$ cat config.mk
export PLATFORM = sky130hd
export DESIGN_NAME = mdu_seq_flat
export DESIGN_NICKNAME = d
export VERILOG_FILES = /design/src/rtl/mdu_seq_if.sv /design/src/rtl/mdu_seq.sv /design/src/flat_wrapper.sv
export SDC_FILE = /design/constraint.sdc
export NUM_CORES = 1
export LEC_CHECK = 0
export CAP_MARGIN = 20
export CORE_UTILIZATION = 30
export DETAILED_ROUTE_END_ITERATION = 10
export PLACE_DENSITY_LB_ADDON = 0.08
export SLEW_MARGIN = 20
export SYNTH_ARGS = -nofsm -noshare
export SYNTH_HDL_FRONTEND = slang
export SYNTH_SLANG_ARGS = --single-unit
export TNS_END_PERCENT = 50
$ cat constraint.sdc
create_clock -name clk -period 6.9 [get_ports clk]
set_clock_uncertainty 0.15 [all_clocks]
set_input_delay 0.69 -clock clk [delete_from_list [all_inputs] [get_ports clk]]
set_output_delay 0.69 -clock clk [all_outputs]
set_load 0.1 [all_outputs]
$ cat src/rtl/mdu_seq_if.sv
// Start/busy/done handshake and HI/LO result bus between pipeline control and mdu_seq.
// MDU_HILO_WRITE_EN adds the direct HI/LO write port used by MTHI/MTLO.
interface mdu_seq_if #(
    parameter int unsigned N = 32
);
    logic         start;
    logic [1:0]   op;
    logic [N-1:0] a;
    logic [N-1:0] b;
    logic         flush;
    logic         busy;
    logic         done;
    logic [N-1:0] hi;
    logic [N-1:0] lo;
    logic         dbz;
`ifdef MDU_HILO_WRITE_EN
    logic [1:0]   hilo_we;
    logic [N-1:0] hilo_wdata;
`endif

    modport master (
        output start, op, a, b, flush,
`ifdef MDU_HILO_WRITE_EN
        output hilo_we, hilo_wdata,
`endif
        input  busy, done, hi, lo, dbz
    );

    modport slave (
        input  start, op, a, b, flush,
`ifdef MDU_HILO_WRITE_EN
        input  hilo_we, hilo_wdata,
`endif
        output busy, done, hi, lo, dbz
    );
endinterface

$ cat src/rtl/mdu_seq.sv
// Iterative MULT/MULTU/DIV/DIVU sequencer holding HI/LO, one shared add/subtract path.
// Optional MDU_HILO_WRITE_EN: direct HI/LO writes from IDLE (MTHI/MTLO).
module mdu_seq #(
    parameter int unsigned N = 32
) (
    input logic      clk,
    input logic      rst_n,
    mdu_seq_if.slave bus
);
    localparam int unsigned CW = $clog2(N);
    localparam int unsigned W2 = 2 * N;

    typedef enum logic [1:0] {IDLE, PREP, ITER, FIX} state_t;

    state_t        state_q, state_nx;
    logic [1:0]    op_q;
    logic [N-1:0]  a_q, b_q;
    logic [W2-1:0] acc;
    logic [N-1:0]  rem;
    logic [CW-1:0] cnt;
    logic          neg_q, neg_r, dbz_pend;
    logic          busy_q, done_q, dbz_q;
    logic [N-1:0]  hi_q, lo_q;

    logic          load_c, prep_c, iter_c, fix_c;
    logic          is_div, a_neg, b_neg;
    logic [N-1:0]  abs_a, abs_b;
    logic [N:0]    shifted, add_x, add_y;
    logic [N+1:0]  sum;
    logic [W2-1:0] prod;
    logic [N-1:0]  quo, remf;

    assign bus.busy = busy_q;
    assign bus.done = done_q;
    assign bus.hi   = hi_q;
    assign bus.lo   = lo_q;
    assign bus.dbz  = dbz_q;

    always_ff @(posedge clk or negedge rst_n) begin
        if (!rst_n) state_q <= IDLE;
        else        state_q <= state_nx;
    end

    always_comb begin
        state_nx = state_q;
        if (bus.flush) begin
            state_nx = IDLE;
        end else begin
            case (state_q)
                IDLE:    if (bus.start) state_nx = PREP;
                PREP:    state_nx = ITER;
                ITER:    if (cnt == CW'(N - 1)) state_nx = FIX;
                FIX:     state_nx = IDLE;
                default: state_nx = IDLE;
            endcase
        end
    end

    always_comb begin
        load_c = 1'b0;
        prep_c = 1'b0;
        iter_c = 1'b0;
        fix_c  = 1'b0;
        if (!bus.flush) begin
            case (state_q)
                IDLE:    load_c = bus.start;
                PREP:    prep_c = 1'b1;
                ITER:    iter_c = 1'b1;
                FIX:     fix_c  = 1'b1;
                default: ;
            endcase
        end
    end

    // Operand magnitudes for signed ops; op[0] selects signed, op[1] selects divide
    always_comb begin
        is_div = op_q[1];
        a_neg  = op_q[0] & a_q[N-1];
        b_neg  = op_q[0] & b_q[N-1];
        abs_a  = a_neg ? N'(N'(0) - a_q) : a_q;
        abs_b  = b_neg ? N'(N'(0) - b_q) : b_q;
    end

    // Single adder: high half + multiplicand, or shifted remainder - divisor
    always_comb begin
        shifted = {rem, acc[N-1]};
        add_x   = is_div ? shifted : {1'b0, acc[W2-1:N]};
        add_y   = {1'b0, b_q};
        sum     = {1'b0, add_x} + ({1'b0, add_y} ^ {(N + 2){is_div}}) + (N + 2)'(is_div);
    end

    always_comb begin
        prod = neg_q ? W2'(W2'(0) - acc) : acc;
        quo  = neg_q ? N'(N'(0) - acc[N-1:0]) : acc[N-1:0];
        remf = neg_r ? N'(N'(0) - rem) : rem;
    end

    always_ff @(posedge clk or negedge rst_n) begin
        if (!rst_n) begin
            op_q     <= 2'b00;
            a_q      <= '0;
            b_q      <= '0;
            acc      <= '0;
            rem      <= '0;
            cnt      <= '0;
            neg_q    <= 1'b0;
            neg_r    <= 1'b0;
            dbz_pend <= 1'b0;
            busy_q   <= 1'b0;
            done_q   <= 1'b0;
            hi_q     <= '0;
            lo_q     <= '0;
            dbz_q    <= 1'b0;
        end else begin
            busy_q <= (state_nx != IDLE);
            done_q <= fix_c;
            if (load_c) begin
                op_q <= bus.op;
                a_q  <= bus.a;
                b_q  <= bus.b;
            end
            if (prep_c) begin
                acc      <= {N'(0), abs_a};
                b_q      <= abs_b;
                rem      <= '0;
                cnt      <= '0;
                neg_q    <= a_neg ^ b_neg;
                neg_r    <= a_neg;
                dbz_pend <= is_div & (b_q == N'(0));
            end
            if (iter_c) begin
                cnt <= cnt + CW'(1);
                if (is_div) begin
                    rem          <= sum[N+1] ? shifted[N-1:0] : sum[N-1:0];
                    acc[N-1:0]   <= {acc[N-2:0], ~sum[N+1]};
                end else if (acc[0]) begin
                    acc <= {sum[N:0], acc[N-1:1]};
                end else begin
                    acc <= {1'b0, acc[W2-1:1]};
                end
            end
            if (fix_c) begin
                if (is_div && dbz_pend) begin
                    hi_q  <= a_q;
                    lo_q  <= '1;
                    dbz_q <= 1'b1;
                end else if (is_div) begin
                    hi_q  <= remf;
                    lo_q  <= quo;
                    dbz_q <= 1'b0;
                end else begin
                    hi_q  <= prod[W2-1:N];
                    lo_q  <= prod[N-1:0];
                    dbz_q <= 1'b0;
                end
            end
`ifdef MDU_HILO_WRITE_EN
            // MTHI/MTLO only from an idle unit with no competing start
            if (state_q == IDLE && !bus.start && !bus.flush) begin
                if (bus.hilo_we[1]) hi_q <= bus.hilo_wdata;
                if (bus.hilo_we[0]) lo_q <= bus.hilo_wdata;
            end
`endif
        end
    end
endmodule

$ cat src/flat_wrapper.sv
// flat-port wrapper written by rule: the top's interface ports become plain ports
module mdu_seq_flat 
#(
    parameter int unsigned N = 32
)
  (clk, rst_n, bus_start, bus_op, bus_a, bus_b, bus_flush, bus_busy, bus_done, bus_hi, bus_lo, bus_dbz);
  mdu_seq_if #(.N(N)) bus_i ();
  input logic clk;
  input logic rst_n;
  input wire logic [$bits(bus_i.start)-1:0] bus_start;
  input wire logic [$bits(bus_i.op)-1:0] bus_op;
  input wire logic [$bits(bus_i.a)-1:0] bus_a;
  input wire logic [$bits(bus_i.b)-1:0] bus_b;
  input wire logic [$bits(bus_i.flush)-1:0] bus_flush;
  output wire logic [$bits(bus_i.busy)-1:0] bus_busy;
  output wire logic [$bits(bus_i.done)-1:0] bus_done;
  output wire logic [$bits(bus_i.hi)-1:0] bus_hi;
  output wire logic [$bits(bus_i.lo)-1:0] bus_lo;
  output wire logic [$bits(bus_i.dbz)-1:0] bus_dbz;
  assign bus_i.start = bus_start;
  assign bus_i.op = bus_op;
  assign bus_i.a = bus_a;
  assign bus_i.b = bus_b;
  assign bus_i.flush = bus_flush;
  assign bus_busy = bus_i.busy;
  assign bus_done = bus_i.done;
  assign bus_hi = bus_i.hi;
  assign bus_lo = bus_i.lo;
  assign bus_dbz = bus_i.dbz;
  mdu_seq #(.N(N)) u_core (.clk(clk), .rst_n(rst_n), .bus(bus_i));
endmodule
==> results.toml <==
[route]
drc_errors = 0
drt_iter0_drc = 984
wl_per_cell_um = 22.6
vias_per_cell = 5.47
drt_first_pass_iters = 5
ant_nets = 0
vias = 14700
routed_wl_um = 60700

[sta]
hold_viol_final = 0
rsz0062_at_grt = "false"
tightest_slew_ps = 1050
setup_tns_ps = 0
relSlewSlack_pct = 29.5
finalSetupViolations = 0
maxClockFrequency_mhz = 204
maxSlewViolCount = 0
hold_ws_ps = 6.74
finalCritPeriodShare_pct = 71.2
period_needed_ps = 4910

[critical_path]
max_stage_delay_ps = 940
crit_type = "flip-flop to flip-flop"
crit_chain = "buf_4 > mux2_2 > ha_1 > nand2_1 > nand2_1 > a21o_1 > a21o_1 > a211oi_1 > o21ai_0 > a32oi_4 > buf_4 > mux2i_1 > o21ai_0"
regToRegSetupSlack_ps = 1990
path_max_fanout = 53
cp_num_buf_inv = 2
reg2reg_from = "u_core.op_q[1]$_DFFE_PN0P_"
crit_path_start = "u_core.op_q[1]$_DFFE_PN0P_"
crit_slowest_cell = "dfrtp_4"
arrival_ps = 5170
crit_family = "compound AO/OA/AOI/OAI gates"
cp-start-kind = "flip-flop"
endpoint_kind = "flip-flop"
required_ps = 7160

[placed_design]
dp_hpwl_um = 44700
io_buffers = 136
place.gp.congestion = 0.842

[clock_tree]
clockRootBuffer = "clkbuf_16"
insertion_delay_ps = 600
postCtsSetupBuffers = 0
clockBufferDepth = 3
cts_hold_buf = 0
numCtsBuffers = 30
h-tree-depth = 1
clkTransAtPathRegs_ps = 60
cts_tree = "built"
cts_resized = 0
numClockSinks = 239

[synthesis]
ys_top_cells_by_area = "dfrtp_1, o21ai_0, xor2_1"
ys_warn_count = 0
yosysTopAreaCell = "dfrtp_1"
synth_edf_count = 0
postSynthNetCount = 2025
synth_ff_type = "dfrtp_1"
synth_area_per_cell_um2 = 8.65
synth_cells = 1913
ys_seq_area_share_pct = 36.2
async_flop_share_pct = 100
synth_seq_cells = 239
synth_top_area_share_pct = 36.2
ys_types = 76
synth_area_um2 = 16500

[pwr]
p_seq_share_pct = 27.2
cellLeakagePower_nw = 8.12
irDropWorstVdd_mv = 0.207
p_sw_w = 0.00584
clkPwrFrac_pct = 16.2
power.internal_w = 0.00525
p_sw_share_pct = 52.7
pwr-share-comb_pct = 56.6
power_density_nw_per_um2 = 566

[global_route]
grt_pass1_vias = 14700
grt_use_total_pct = 21.5
antenna_found_initial = 0
grt_first_pass_wirelength_um = 93500
grt_max_degree = 111
grt_overflow = 0

[layout]
final_cell_mix = "dfrtp_1, o21ai_0, nand2_1, nor2_1, a21oi_1"
multi_input_area_um2 = 9950
regArea_um2 = 5990
layout_commonest_cell = "dfrtp_1"
fillers = 5555
nNetsFinal = 2081
syn2layout_area_growth_pct = 18.5
drive_above_1_share_pct = 9.23

[floorplan]
rows = 85
core_area_um2 = 54100
ios = 137
initial_core_util_pct = 30.6
dieHeight_um = 237
die_x_um = 237
die-area_um2 = 56100

[worst_hold_path]
hp-class = "primary input to asynchronous set/reset pin"

[outcome]
outcome = "finished clean"

[job]
max_cap_viol_count = 0
state kept, by name, indices dropped and copies added, names as in the netlist:
name	count
u_core.b_q	32
u_core.bus.busy	1
u_core.dbz_pend	1
u_core.state_q	2
u_core.bus.done	1
u_core.bus.dbz	1
u_core.a_q	32
u_core.neg_r	1
u_core.bus.hi	32
u_core.bus.lo	32
u_core.acc	64
u_core.neg_q	1
u_core.op_q	2
u_core.cnt	5
u_core.rem	32
area by class of cell:
cell class / count / share of cell area [%]
flip-flops and latches: 239 / 30.5
diodes: 1 / 0.0128
well taps: 696 / 4.44
repair buffers: 161 / 7.93
clock buffers: 44 / 4.41
inverters: 31 / 0.594
clock inverters: 12 / 1.27
multi-input cells: 1506 / 50.8
kinds of logic after synthesis:
kind of cell	share of synthesized area, %
AO/OA/AOI/OAI	21.2
AND/OR/NAND/NOR	16.8
flip-flops	36.2
XOR/XNOR	9.27
buffers and inverters	3.92
multiplexers	9.40
adder cells (fa/ha/maj)	3.22
per-layer routing:
layer	up-vias	wire, um	GRT usage, %
met4	0	1510	5.45
met1	7261	27800	29.3
met2	328	29200	36.4
met3	69	2170	2.21
li1	7059	-	-
met5	-	0	0
cell usage after synthesis (all sizes together), types with 13 or more instances:
cell type	count
a211oi	25
a21oi	148
a22oi	13
a31oi	26
and3	19
buf	26
clkbuf	111
dfrtp	239
ha	41
inv	30
mux2	66
mux2i	81
nand2	176
nand3	58
nor2	153
nor3	33
nor4	16
o211ai	33
o21ai	198
o22ai	14
o31ai	28
or3	22
or4	24
xnor2	73
xor2	102
power groups by stage:
stage	combinational [W]	sequential [W]	clock, W
finish	0.00629	0.00302	0.00179
global route	0.00686	0.00311	0.00190
CTS	0.00631	0.00303	0.00184
detailed placement	0.00629	0.00305	0
global placement	0.00629	0.00305	0
floorplan	0.00373	0.00365	0
metrics by stage:
stage	total power, W	utilization [%]	cell area (um2)	setup slack (ps)	instances
after detailed placement	0.00935	34.1	18500	2030	2633
after floorplan	0.00737	-	16500	2620	1913
after global placement	0.00934	34.1	18500	2090	2633
final	0.0111	36.2	19600	1990	2690
after CTS	0.0112	36.2	19600	2000	2689
after global routing	0.0119	36.2	19600	1660	2689
path summary, 6_finish.rpt:
check | end | cells after the start
max | u_core.rem[8]$_DFF_PN0_ | 13
min | u_core.a_q[13]$_DFFE_PN0P_ | 1
max reg2reg | u_core.rem[8]$_DFF_PN0_ | 13
min reg2reg | u_core.bus.hi[16]$_DFFE_PN0P_ | 2
max in group asynchronous | u_core.b_q[12]$_DFFE_PN0P_ | 2
min in group clk | u_core.bus.hi[16]$_DFFE_PN0P_ | 2
No activity file was read; power rests on OpenSTA's default activity.
